## src/rtl/calc_operand_sequencer.sv

```systemverilog
// calc_operand_sequencer
//
// Sequential front-end for the combinational W-bit calculator. Operands A and B
// and a 3-bit opcode are entered one at a time on the shared din bus, one entry
// per rising edge of the debounced load level. The entered values are held on
// the calc_* outputs; one cycle after the opcode is entered, the calculator's
// result and overflow are captured and presented with result_valid and a
// single-cycle done pulse.
//
// Optional feature: define CALC_CHAIN_EN to make a new entry from the result
// display reuse the previous result as operand A (running totals).
//
// Ports:
//   clk          system clock, rising edge
//   reset        synchronous active-high reset
//   din          shared entry bus (A, then B, then opcode in din[2:0])
//   load         debounced button level; its rising edge is one entry
//   clr          synchronous abort back to operand-A entry
//   calc_a/b/op  registered operands and opcode to the calculator
//   calc_r/ovf   calculator result and overflow (combinational)
//   result/ovf   captured result and overflow
//   result_valid high while result/ovf hold a valid capture
//   done         one-cycle pulse on capture
//   stage        current state encoding, for display
//   op_count     completed operations, saturating

module calc_operand_sequencer #(
  parameter int unsigned W  = 16,
  parameter int unsigned CW = 8
) (
  input  logic          clk,
  input  logic          reset,
  input  logic [W-1:0]  din,
  input  logic          load,
  input  logic          clr,
  output logic [W-1:0]  calc_a,
  output logic [W-1:0]  calc_b,
  output logic [2:0]    calc_op,
  input  logic [W-1:0]  calc_r,
  input  logic          calc_ovf,
  output logic [W-1:0]  result,
  output logic          ovf,
  output logic          result_valid,
  output logic          done,
  output logic [2:0]    stage,
  output logic [CW-1:0] op_count
);

  typedef enum logic [2:0] {
    StWaitA  = 3'd0,
    StWaitB  = 3'd1,
    StWaitOp = 3'd2,
    StExec   = 3'd3,
    StShow   = 3'd4
  } state_e;

  state_e        state_q, state_d;
  logic [W-1:0]  calc_a_q, calc_a_d;
  logic [W-1:0]  calc_b_q, calc_b_d;
  logic [2:0]    calc_op_q, calc_op_d;
  logic [W-1:0]  result_q, result_d;
  logic          ovf_q, ovf_d;
  logic          valid_q, valid_d;
  logic          done_q, done_d;
  logic [CW-1:0] op_count_q, op_count_d;
  logic          load_q, load_d;
  logic          ev;

  // One entry per rising edge of the load level.
  assign load_d = load;
  assign ev     = load & ~load_q;

  always_comb begin
    state_d    = state_q;
    calc_a_d   = calc_a_q;
    calc_b_d   = calc_b_q;
    calc_op_d  = calc_op_q;
    result_d   = result_q;
    ovf_d      = ovf_q;
    valid_d    = valid_q;
    done_d     = 1'b0;
    op_count_d = op_count_q;

    if (clr) begin
      // Abort wins over a simultaneous entry; entered operands stay visible.
      state_d = StWaitA;
      valid_d = 1'b0;
    end else begin
      unique case (state_q)
        StWaitA: begin
          if (ev) begin
            calc_a_d = din;
            state_d  = StWaitB;
          end
        end
        StWaitB: begin
          if (ev) begin
            calc_b_d = din;
            state_d  = StWaitOp;
          end
        end
        StWaitOp: begin
          if (ev) begin
            calc_op_d = din[2:0];
            state_d   = StExec;
          end
        end
        StExec: begin
          // Calculator inputs have been stable for a full cycle here.
          result_d = calc_r;
          ovf_d    = calc_ovf;
          valid_d  = 1'b1;
          done_d   = 1'b1;
          if (op_count_q != {CW{1'b1}}) begin
            op_count_d = op_count_q + 1'b1;
          end
          state_d = StShow;
        end
        StShow: begin
          if (ev) begin
            valid_d = 1'b0;
`ifdef CALC_CHAIN_EN
            calc_a_d = result_q;
            calc_b_d = din;
            state_d  = StWaitOp;
`else
            calc_a_d = din;
            state_d  = StWaitB;
`endif
          end
        end
        default: begin
          state_d = StWaitA;
        end
      endcase
    end
  end

  always_ff @(posedge clk) begin
    if (reset) begin
      state_q    <= StWaitA;
      calc_a_q   <= '0;
      calc_b_q   <= '0;
      calc_op_q  <= '0;
      result_q   <= '0;
      ovf_q      <= 1'b0;
      valid_q    <= 1'b0;
      done_q     <= 1'b0;
      op_count_q <= '0;
    end else begin
      state_q    <= state_d;
      calc_a_q   <= calc_a_d;
      calc_b_q   <= calc_b_d;
      calc_op_q  <= calc_op_d;
      result_q   <= result_d;
      ovf_q      <= ovf_d;
      valid_q    <= valid_d;
      done_q     <= done_d;
      op_count_q <= op_count_d;
    end
  end

  // load_q follows load even during reset (it is 0 whenever load is low), so a
  // button already held when reset releases yields no entry until it is
  // released and pressed again.
  always_ff @(posedge clk) begin
    load_q <= load_d;
  end

  assign calc_a       = calc_a_q;
  assign calc_b       = calc_b_q;
  assign calc_op      = calc_op_q;
  assign result       = result_q;
  assign ovf          = ovf_q;
  assign result_valid = valid_q;
  assign done         = done_q;
  assign stage        = state_q;
  assign op_count     = op_count_q;

endmodule
```

## config.mk

```make
export PLATFORM = sky130hd
export DESIGN_NAME = calc_operand_sequencer
export DESIGN_NICKNAME = d
export VERILOG_FILES = /design/src/rtl/calc_operand_sequencer.sv
export SDC_FILE = /design/constraint.sdc
export NUM_CORES = 1
export LEC_CHECK = 0
export ABC_AREA = 1
export CAP_MARGIN = 10
export CORE_MARGIN = 2
export CORE_UTILIZATION = 60
export DETAILED_ROUTE_END_ITERATION = 8
export DONT_BUFFER_PORTS = 1
export GPL_ROUTABILITY_DRIVEN = 0
export PLACE_DENSITY_LB_ADDON = 0.1
export SKIP_CTS_REPAIR_TIMING = 1
export SYNTH_ARGS = -nofsm -noshare
export SYNTH_HDL_FRONTEND = slang
export SYNTH_SLANG_ARGS = --single-unit
```

## constraint.sdc

```tcl
create_clock -name clk -period 3.49 [get_ports clk]
set_input_delay 1.047 -clock clk [delete_from_list [all_inputs] [get_ports clk]]
set_output_delay 1.047 -clock clk [all_outputs]
set_load 0.1 [all_outputs]
```

==> reports/qor.yml, run 1 <==
run:
  cap_viol_max_count: 0
cells_and_area:
  finish.net_count: 374
  final_common_cell: "nor2_1"
  area_overhead_vs_synth_pct: 8.092
  filler_cell_count: 360
  layout_common_cells: "123 x nor2_1, 66 x dfxtp_1, 56 x o21ai_0"
  number_of_antenna_diodes: 0
  utilization: 0.6769
  share_of_layout_cells_above_drive_strength_1: 0.09384
power:
  vdd_drop_max_mv: 0.3503
  clock_power_share: 0.372
  p_leak_nw: 1.173
  comb_power_share: 0.032
  total_power_mw: 1.431
  power_density_mw_per_mm2: 528.3
  cell_internal_pwr_mw: 1.034
  swShare: 0.2770
  switching_power_mw: 0.3962
  pwr-share-seq: 0.597
floorplan:
  start_util: 0.6262
  die-height_um: 68.61
  io_pins: 102
  die_area_sq_mm: 0.004707
  floorplan.rows: 23
  coreArea_sq_mm: 0.004000
  die_width_um: 68.61
detailed_routing:
  drtIter0Drc: 130
  vias_per_cell: 5.084
  routed_wire_length_per_instance_um: 13.57
  overall_routed_net_length_mm: 5.304
  drt_pass1_iterations: 4
  routed_vias: 1988
  drc_errors: 0
  ant_nets: 0
critical_path:
  required_ns: 2.44
  cp_max_fo: 5
  setup.worst_path.start: "op_count[2]"
  critPathKind: "flop to primary output"
  worstRegToRegCells: 8
  worst_setup_path_end_kind: "primary output"
  timing.critical_path.arrival_ns: 1.36
  reg2reg_from: "op_count[3]"
  start_kind: "flop"
  path_depth: 0
clock_tree:
  cts-buffers-inserted: 9
  ctsHtreeMaxLevel: 3
  tritoncts: "done"
  clkSinkCount: 66
  worst_setup_hold_path_clk_slew_ns: 0.07
  clk_path_buf_depth: 2
  clock_tree.root_cell: "clkbuf_8"
  clock_insertion_delay_worst_skew_ns: 0.33
placement:
  io_buffers: 0
  dpl.hpwl_mm: 3.745
  dp_worst_setup_slack_ns: 1.085
sta:
  min_period_ns: 2.403
  rsz_0062_raised_after_global_routing: "no"
  timing.max_slew.rel_slack: 0.2895
  min_period_over_period: 0.6887
  timing.final.setup_violations: 0
  setup-tns-final_ns: 0
  final-hold-violation-count: 0
  slew_violations: 0
  clock-skew-final_ns: 0.006823
  max_slew.worst_pin.slew_ns: 1.064
  max_freq_mhz: 416.1
  setup_slack_ns: 1.087
global_routing:
  grt_pass1_vias: 1752
  antenna_found_initial: 0
  globalRouteTotalUtil: 0.2297
  global_route_wire_length_before_repair_mm: 7.941
  overall_overflow_remaining_after_global_route: 0
  grt_start_max_net_pins: 36
synthesis:
  synthCells: 330
  synth_nets: 368
  syn_area_per_cell_sq_um: 7.591
  yosysTopAreaCellShare: 0.5275
  ys_types: 23
  synth_warnings: 0
  synth_area_sq_mm: 0.002505
  ys_ff_latch: 66
  synth-seq-area-share: 0.5275
  synth_top_area_cell: "dfxtp_1"
  ys_top_cells_by_area: "dfxtp_1 53%, nor2_1 18%, o21ai_0 11%"
hold_path:
  depth_of_the_worst_hold_timing_path: 3
  worstHoldStart: "load_q"
  worst_hold_path_type: "flop to flop"
outcome:
  status: "complete, no violations"
-- per-layer routing --
metal | wire, um | vias up | GRT usage
li1 | - | 1063 | -
met1 | 2241 | 835 | 0.2941
met2 | 2445 | 81 | 0.3474
met3 | 536 | 9 | 0.07955
met4 | 80 | 0 | 0.1050
met5 | 0 | - | 0
-- power by group through the flow --
stage	Clock (mW)	Sequential, mW	Combinational [mW]
6_report	0.532	0.854	0.0451
5_1_grt	0.570	0.855	0.0519
4_1_cts	0.538	0.854	0.0456
3_5_place_dp	0	0.871	0.0453
3_3_place_gp	0	0.870	0.0445
2_1_floorplan	0	0.872	0.0361
-- cell families (layout without fill, tap and decap cells) --
family | Yosys count | in the layout | share of synthesized area
compound gates | 62 | 62 | 0.1254
xor+xnor | 3 | 3 | 0.01049
fa+ha+maj | 1 | 1 | 0.004994
buf+inv | 32 | 43 | 0.06144
flops | 66 | 66 | 0.5275
simple gates | 166 | 166 | 0.2702
-- Yosys cell counts, drive strengths merged --
master / number
dfxtp: 66
nor3: 1
ha: 1
xor2: 3
o21ai: 56
buf: 7
clkbuf: 6
nand3: 5
o211ai: 1
a21oi: 4
inv: 19
a31oi: 1
nor2: 126
nand2: 31
nand4: 3
-- worst paths after layout --
check	slack [ns]	to
worst max register to register	1.37	op_count[0]
worst max-delay path	1.09	op_count[2]
worst min register to register	0.54	stage[1]
worst min-delay path	0.54	stage[1]
-- worst register-to-register path, delay by kind of cell (launching register included) --
| family | cells | cell delay [ns] |
|---|---|---|
| AND/OR/NAND/NOR | 6 | 0.77 |
| buffers and inverters | 2 | 0.27 |
| flip-flops | 1 | 1.03 |
-- per-stage QoR --
stage	area (sq um)	hold WS, ns	std cells
2_1_floorplan	2505	0.4961	330
3_3_place_gp	2545	0.5186	375
3_5_place_dp	2545	0.5389	375
4_1_cts	2708	0.5484	391
5_1_grt	2708	0.6024	391
6_report	2708	0.5446	391
-- state kept, by name, summed over array words and instances, names as in the netlist --
| name | cells |
|---|---|
| calc_a | 16 |
| result | 16 |
| done | 1 |
| ovf | 1 |
| calc_op | 3 |
| calc_b | 16 |
| op_count | 8 |
| load_q | 1 |
| result_valid | 1 |
| stage | 3 |
-- cell type report --
class,count,area (sq um),area share
Clock inverter,5,31.28,0.01155
Multi-Input combinational cell,232,1030,0.3803
Sequential cell,66,1321,0.4880
Inverter,19,71.32,0.02634
Clock buffer,11,131.4,0.04852
Timing Repair Buffer,8,60.06,0.02218
Tap cell,50,62.56,0.02311
No activity file was read; power rests on OpenSTA's default activity.
==> run 2, diff against run 1 <==
--- a/config.mk
+++ b/config.mk
@@ -8,7 +8,7 @@
 export ABC_AREA = 1
 export CAP_MARGIN = 10
 export CORE_MARGIN = 2
-export CORE_UTILIZATION = 60
+export CORE_UTILIZATION = 55
 export DETAILED_ROUTE_END_ITERATION = 8
 export DONT_BUFFER_PORTS = 1
 export GPL_ROUTABILITY_DRIVEN = 0
==> constraint.sdc (replaced) <==
create_clock -name clk -period 2.2 [get_ports clk]
set_input_delay 0.66 -clock clk [delete_from_list [all_inputs] [get_ports clk]]
set_output_delay 0.66 -clock clk [all_outputs]
set_load 0.1 [all_outputs]
==> reports/qor.yml, run 2 (synthesized netlist as in run 1, its figures left out) <==
sta:
  holdWs_ns: 0.3568  # -0.1878 ns
  max_slew.worst_pin.slew_ns: 0.5415  # -0.5228 ns
  min_period_over_period: 0.8089
  timing.final.setup_violations: 0  # unchanged
  min_period_ns: 1.780
  slew_violations: 0  # unchanged
  max_freq_mhz: 562.0
  setup-tns-final_ns: 0  # unchanged
  rsz_0062_raised_after_global_routing: "no"
  timing.max_slew.rel_slack: 0.6386  # +0.3491
  clock-skew-final_ns: 0.007311  # +0.0004884 ns
  final-hold-violation-count: 0  # unchanged
detailed_routing:
  routed_vias: 2326  # +17%
  ant_nets: 0  # unchanged
  drc_errors: 0  # unchanged
  drtIter0Drc: 196  # +51%
  routed_wire_length_per_instance_um: 12.60  # -7.2%
  overall_routed_net_length_mm: 5.693  # +7.3%
  vias_per_cell: 5.146  # +1.2%
  drt_pass1_iterations: 4  # unchanged
cells_and_area:
  layout_common_cells: "123 x nor2_1, 67 x buf_4, 66 x dfxtp_1"
  number_of_antenna_diodes: 0  # unchanged
  filler_cell_count: 360  # unchanged
  regArea_sq_mm: 0.001321  # unchanged
  area_overhead_vs_synth_pct: 27.02
  share_of_layout_cells_above_drive_strength_1: 0.2275  # +0.1337
  final_design_area_no_fill_sq_mm: 0.003182  # +18%
  multiInputGateArea_sq_mm: 0.001030  # unchanged
  final_common_cell: "nor2_1"
  finish.net_count: 434  # +16%
clock_tree:
  clock_tree.root_cell: "clkbuf_8"
  clock_insertion_delay_worst_skew_ns: 0.33  # about the same
  tritoncts: "done"
  clkSinkCount: 66  # unchanged
  worst_setup_hold_path_clk_slew_ns: 0.07  # about the same
  clk_path_buf_depth: 2  # unchanged
  cts-buffers-inserted: 9  # unchanged
  ctsHtreeMaxLevel: 3  # unchanged
power:
  comb_power_share: 0.100  # +0.068
  cell_internal_pwr_mw: 1.723  # +67%
  vdd_drop_max_mv: 0.4686  # +34%
  switching_power_mw: 0.6236  # +57%
  clock_power_share: 0.379  # +0.007
  pwr-share-seq: 0.521  # -0.076
  power_density_mw_per_mm2: 737.6  # +40%
  p_leak_nw: 1.506  # +28%
  swShare: 0.2657  # -0.01128
critical_path:
  required_ns: 1.54  # -0.90 ns
  cp_max_fo: 5  # unchanged
  timing.critical_path.arrival_ns: 1.12  # -0.24 ns
  critPathSlowestCell: "dfxtp_1"
  critPathBufInv: 1
  timing.critical_path.max_delay_family: "flip-flops"
  list_of_cells_traversed_by_the_critical_path: "buf_4"
  critPathKind: "flop to primary output"
  cp_slowest_stage_delay_ns: 0.44
  start_kind: "flop"
  worst_setup_path_end_kind: "primary output"
global_routing:
  globalRouteTotalUtil: 0.2351  # +0.005384
  overall_overflow_remaining_after_global_route: 0  # unchanged
  antenna_found_initial: 0  # unchanged
  grt.met2_usage: 0.3786  # +0.03125
  grtUsageMet1: 0.2722  # -0.02191
  grt_start_max_net_pins: 43  # +19%
  grt_most_used_layer: "met2"
  use_met3: 0.08579  # +0.006249
  global_route_wire_length_before_repair_mm: 9.473  # +19%
  grt_pass1_vias: 2166  # +24%
outcome:
  status: "complete, no violations"
floorplan:
  floorplan.rows: 24  # +4.3%
  die-height_um: 71.49  # +4.2%
  die_width_um: 71.49  # +4.2%
  io_pins: 102  # unchanged
  die_area_sq_mm: 0.005110  # +8.6%
  coreArea_sq_mm: 0.004384  # +9.6%
  start_util: 0.5713  # -0.05487
placement:
  io_buffers: 0  # unchanged
  dpl.hpwl_mm: 4.039  # +7.9%
  dpl_cell_area_sq_mm: 0.003010  # +18%
hold_path:
  worst_hold_path_type: "primary input to flop"
run:
  cap_viol_max_count: 0  # unchanged
==> run 2: cell types whose count changed in the layout (fill, tap and decap cells not counted) <==
cell / before / now
buf_12: 0 / 1
clkbuf_8: 9 / 11
clkinv_2: 3 / 1
buf_4: 8 / 67
clkinv_4: 1 / 0
==> run 2: final timing paths <==
path / startpoint / to / slack (ns) / depth (start not counted)
max reg2reg: op_count[2] / op_count[0] / 0.58 / 9
min: load / load_q / 0.36 / 0
min reg2reg: op_count[2] / op_count[2] / 0.46 / 2
max: stage[2] / stage[2] / 0.42 / 1
==> run 2: cell type report <==
| class | count | area share |
|---|---|---|
| flip-flops and latches | 66 | 0.4153 |
| well taps | 52 | 0.02045 |
| clock inverters | 2 | 0.003932 |
| inverters | 19 | 0.02241 |
| multi-input cells | 232 | 0.3236 |
| repair buffers | 68 | 0.1644 |
| clock buffers | 13 | 0.04994 |
==> run 2: power by group through the flow <==
stage               clock, mW  combinational [mW]  sequential (mW)
floorplan                   0              0.0572             1.38
global placement            0               0.232             1.25
detailed placement          0               0.235             1.25
CTS                     0.904               0.235             1.22
global route            0.958               0.247             1.22
finish                  0.890               0.234             1.22
==> run 2: metrics by stage <==
stage | worst slack (ns) | utilization | instances | total power, mW
2_1_floorplan | 0.05934 | - | 330 | 1.441
3_3_place_gp | 0.4919 | 0.6866 | 437 | 1.481
3_5_place_dp | 0.4260 | 0.6866 | 437 | 1.484
4_1_cts | 0.4070 | 0.7257 | 452 | 2.362
5_1_grt | 0.3757 | 0.7257 | 452 | 2.428
6_report | 0.4205 | 0.7257 | 452 | 2.347
==> run 2: metal layers <==
metal / part of all wire / up-vias / wire, um
met1: 0.41 / 1032 / 2347
met4: 0.024 / 0 / 136
met3: 0.097 / 13 / 551
met5: 0 / - / 0
met2: 0.47 / 106 / 2658
li1: - / 1175 / -
==> run 3, diff against run 2 <==
==> constraint.sdc (replaced) <==
create_clock -name clk -period 1.4 [get_ports clk]
set_input_delay 0.42 -clock clk [delete_from_list [all_inputs] [get_ports clk]]
set_output_delay 0.42 -clock clk [all_outputs]
set_load 0.1 [all_outputs]
==> reports/qor.yml, run 3 (synthesized netlist as in run 1, its figures left out) <==
clock_tree:
  clk_path_buf_depth: 2  # unchanged
  clock_insertion_delay_worst_skew_ns: 0.34  # about the same
  clkSinkCount: 66  # unchanged
  clock_tree.root_cell: "clkbuf_8"
  ctsHtreeMaxLevel: 3  # unchanged
  worst_setup_hold_path_clk_slew_ns: 0.07  # about the same
  cts-buffers-inserted: 9  # unchanged
  tritoncts: "done"
critical_path:
  cp-endpoint: "calc_a[2]"
  start_kind: "flop"
  list_of_cells_traversed_by_the_critical_path: "nor2_2 > nand2_2 > inv_1 > nand2_4 > clkinv_2 > nor2_1 > nor2_1"
  cp_slowest_stage_delay_ns: 0.32  # -0.12 ns
  setup.worst_path.start: "load_q"
  required_ns: 1.66  # +0.12 ns
  setup_slack_of_the_worst_register_to_register_path_ns: -0.07  # -0.65 ns
  worstRegToRegCells: 7  # -2
  critPathSlowestCell: "dfxtp_1"
  critPathKind: "flop to flop"
  cp_max_fo: 18  # +13
  r2r_end: "calc_a[2]"
  worst_setup_path_end_kind: "flop"
  timing.critical_path.arrival_ns: 1.74  # +0.62 ns
  reg2reg_from: "load_q"
  cp_common_cell: "nor2_1"
cells_and_area:
  layout_common_cells: "122 x nor2_1, 58 x buf_12, 55 x o21ai_0, 55 x dfxtp_1, 25 x nand2_1"
  area_overhead_vs_synth_pct: 62.99
  share_of_layout_cells_above_drive_strength_1: 0.2815  # +0.05398
  filler_cell_count: 159  # -56%
  number_of_antenna_diodes: 0  # unchanged
  finish.net_count: 438  # +0.92%
  multiInputGateArea_sq_mm: 0.001070  # +3.9%
  final_cell_count_no_fill: 457  # +1.1%
  final_design_area_no_fill_sq_mm: 0.004083  # +28%
  regArea_sq_mm: 0.001353  # +2.4%
  final_common_cell: "nor2_1"
  utilization: 0.9312  # +0.2055
detailed_routing:
  drc_errors: 0  # unchanged
  drt_pass1_iterations: 5  # +1
  vias_per_cell: 5.711  # +11%
  drtIter0Drc: 217  # +11%
  routed_wire_length_per_instance_um: 18.36  # +46%
  overall_routed_net_length_mm: 8.392  # +47%
  routed_vias: 2610  # +12%
  ant_nets: 0  # unchanged
global_routing:
  grt_start_max_net_pins: 36  # -16%
  overall_overflow_remaining_after_global_route: 0  # unchanged
  grt_most_used_layer: "met2"
  use_met3: 0.08720  # +0.001406
  grt.met2_usage: 0.4897  # +0.1111
  global_route_wire_length_before_repair_mm: 11.45  # +21%
  globalRouteTotalUtil: 0.2956  # +0.06054
  grt_pass1_vias: 2481  # +15%
  antenna_found_initial: 0  # unchanged
  grtUsageMet1: 0.3342  # +0.06208
sta:
  min_period_ns: 1.473
  clock-skew-final_ns: 0.01026  # +0.002947 ns
  setup-tns-final_ns: -0.1283  # -0.1283 ns
  setup_slack_ns: -0.07264  # -0.4931 ns
  final-hold-violation-count: 0  # unchanged
  min_period_over_period: 1.052
  timing.final.setup_violations: 4  # +4
  slew_violations: 0  # unchanged
  max_slew.worst_pin.slew_ns: 0.3503  # -0.1912 ns
  max_freq_mhz: 679.1
  holdWs_ns: 0.09752  # -0.2593 ns
  timing.max_slew.rel_slack: 0.7640  # +0.1254
floorplan:
  io_pins: 102  # unchanged
  start_util: 0.5713  # unchanged
  die_width_um: 71.49  # unchanged
  coreArea_sq_mm: 0.004384  # unchanged
  floorplan.rows: 24  # unchanged
  die_area_sq_mm: 0.005110  # unchanged
  die-height_um: 71.49  # unchanged
placement:
  dp_worst_setup_slack_ns: -0.2183  # -0.6443 ns
  dpl.hpwl_mm: 4.992  # +24%
  dpl_cell_area_sq_mm: 0.003775  # +25%
  dp_cells: 439  # +0.46%
  io_buffers: 0  # unchanged
outcome:
  violations: "setup timing"
  status: "complete, but fails checks"
power:
  vdd_drop_max_mv: 0.9680  # +110%
  p_leak_nw: 1.735  # +15%
  total_power_mw: 4.075  # +74%
  power_density_mw_per_mm2: 998.2  # +35%
run:
  cap_viol_max_count: 0  # unchanged
hold_path:
  worst_hold_path_type: "primary input to flop"
## run 3: layout make-up
class                      count  share of cell area
timing repair inverter         1            0.001226
multi-input combinational    232              0.2620
tap                           52             0.01594
timing repair buffer          71              0.3193
inverter                      19             0.01931
clock buffer                  14             0.04229
clock inverter                 2            0.008581
sequential                    66              0.3313
## run 3: how the worst min path moves through the flow
stage / slack (ns) / depth (start not counted) / endpoint / from
2_1_floorplan: 0.45 / 0 / load_q / load
3_3_place_gp: 0.45 / 0 / load_q / load
3_5_place_dp: 0.45 / 0 / load_q / load
4_1_cts: 0.09 / 0 / load_q / load
5_1_grt: 0.09 / 0 / load_q / load
6_report: 0.1 / 0 / load_q / load
## run 3: report_power, final
group | leakage [nW] | total, mW | switching [mW] | internal [mW]
sequential | 0.542 | 1.93 | 0.0308 | 1.89
clock | 0.107 | 1.68 | 0.716 | 0.969
combinational | 1.09 | 0.465 | 0.322 | 0.143
total | 1.74 | 4.08 | 1.07 | 3.01
## run 3: layer usage
| layer | routed length, um | share of wire |
|---|---|---|
| met1 | 3088 | 0.37 |
| met3 | 703 | 0.084 |
| met4 | 344 | 0.041 |
| met5 | 0 | 0 |
| met2 | 4255 | 0.51 |
## run 3: worst max-delay path, delay by kind of cell (launching register included)
family,cells,cell delay [ns]
buffers and inverters,2,0.32
flip-flops,1,0.32
AND/OR/NAND/NOR,5,0.74
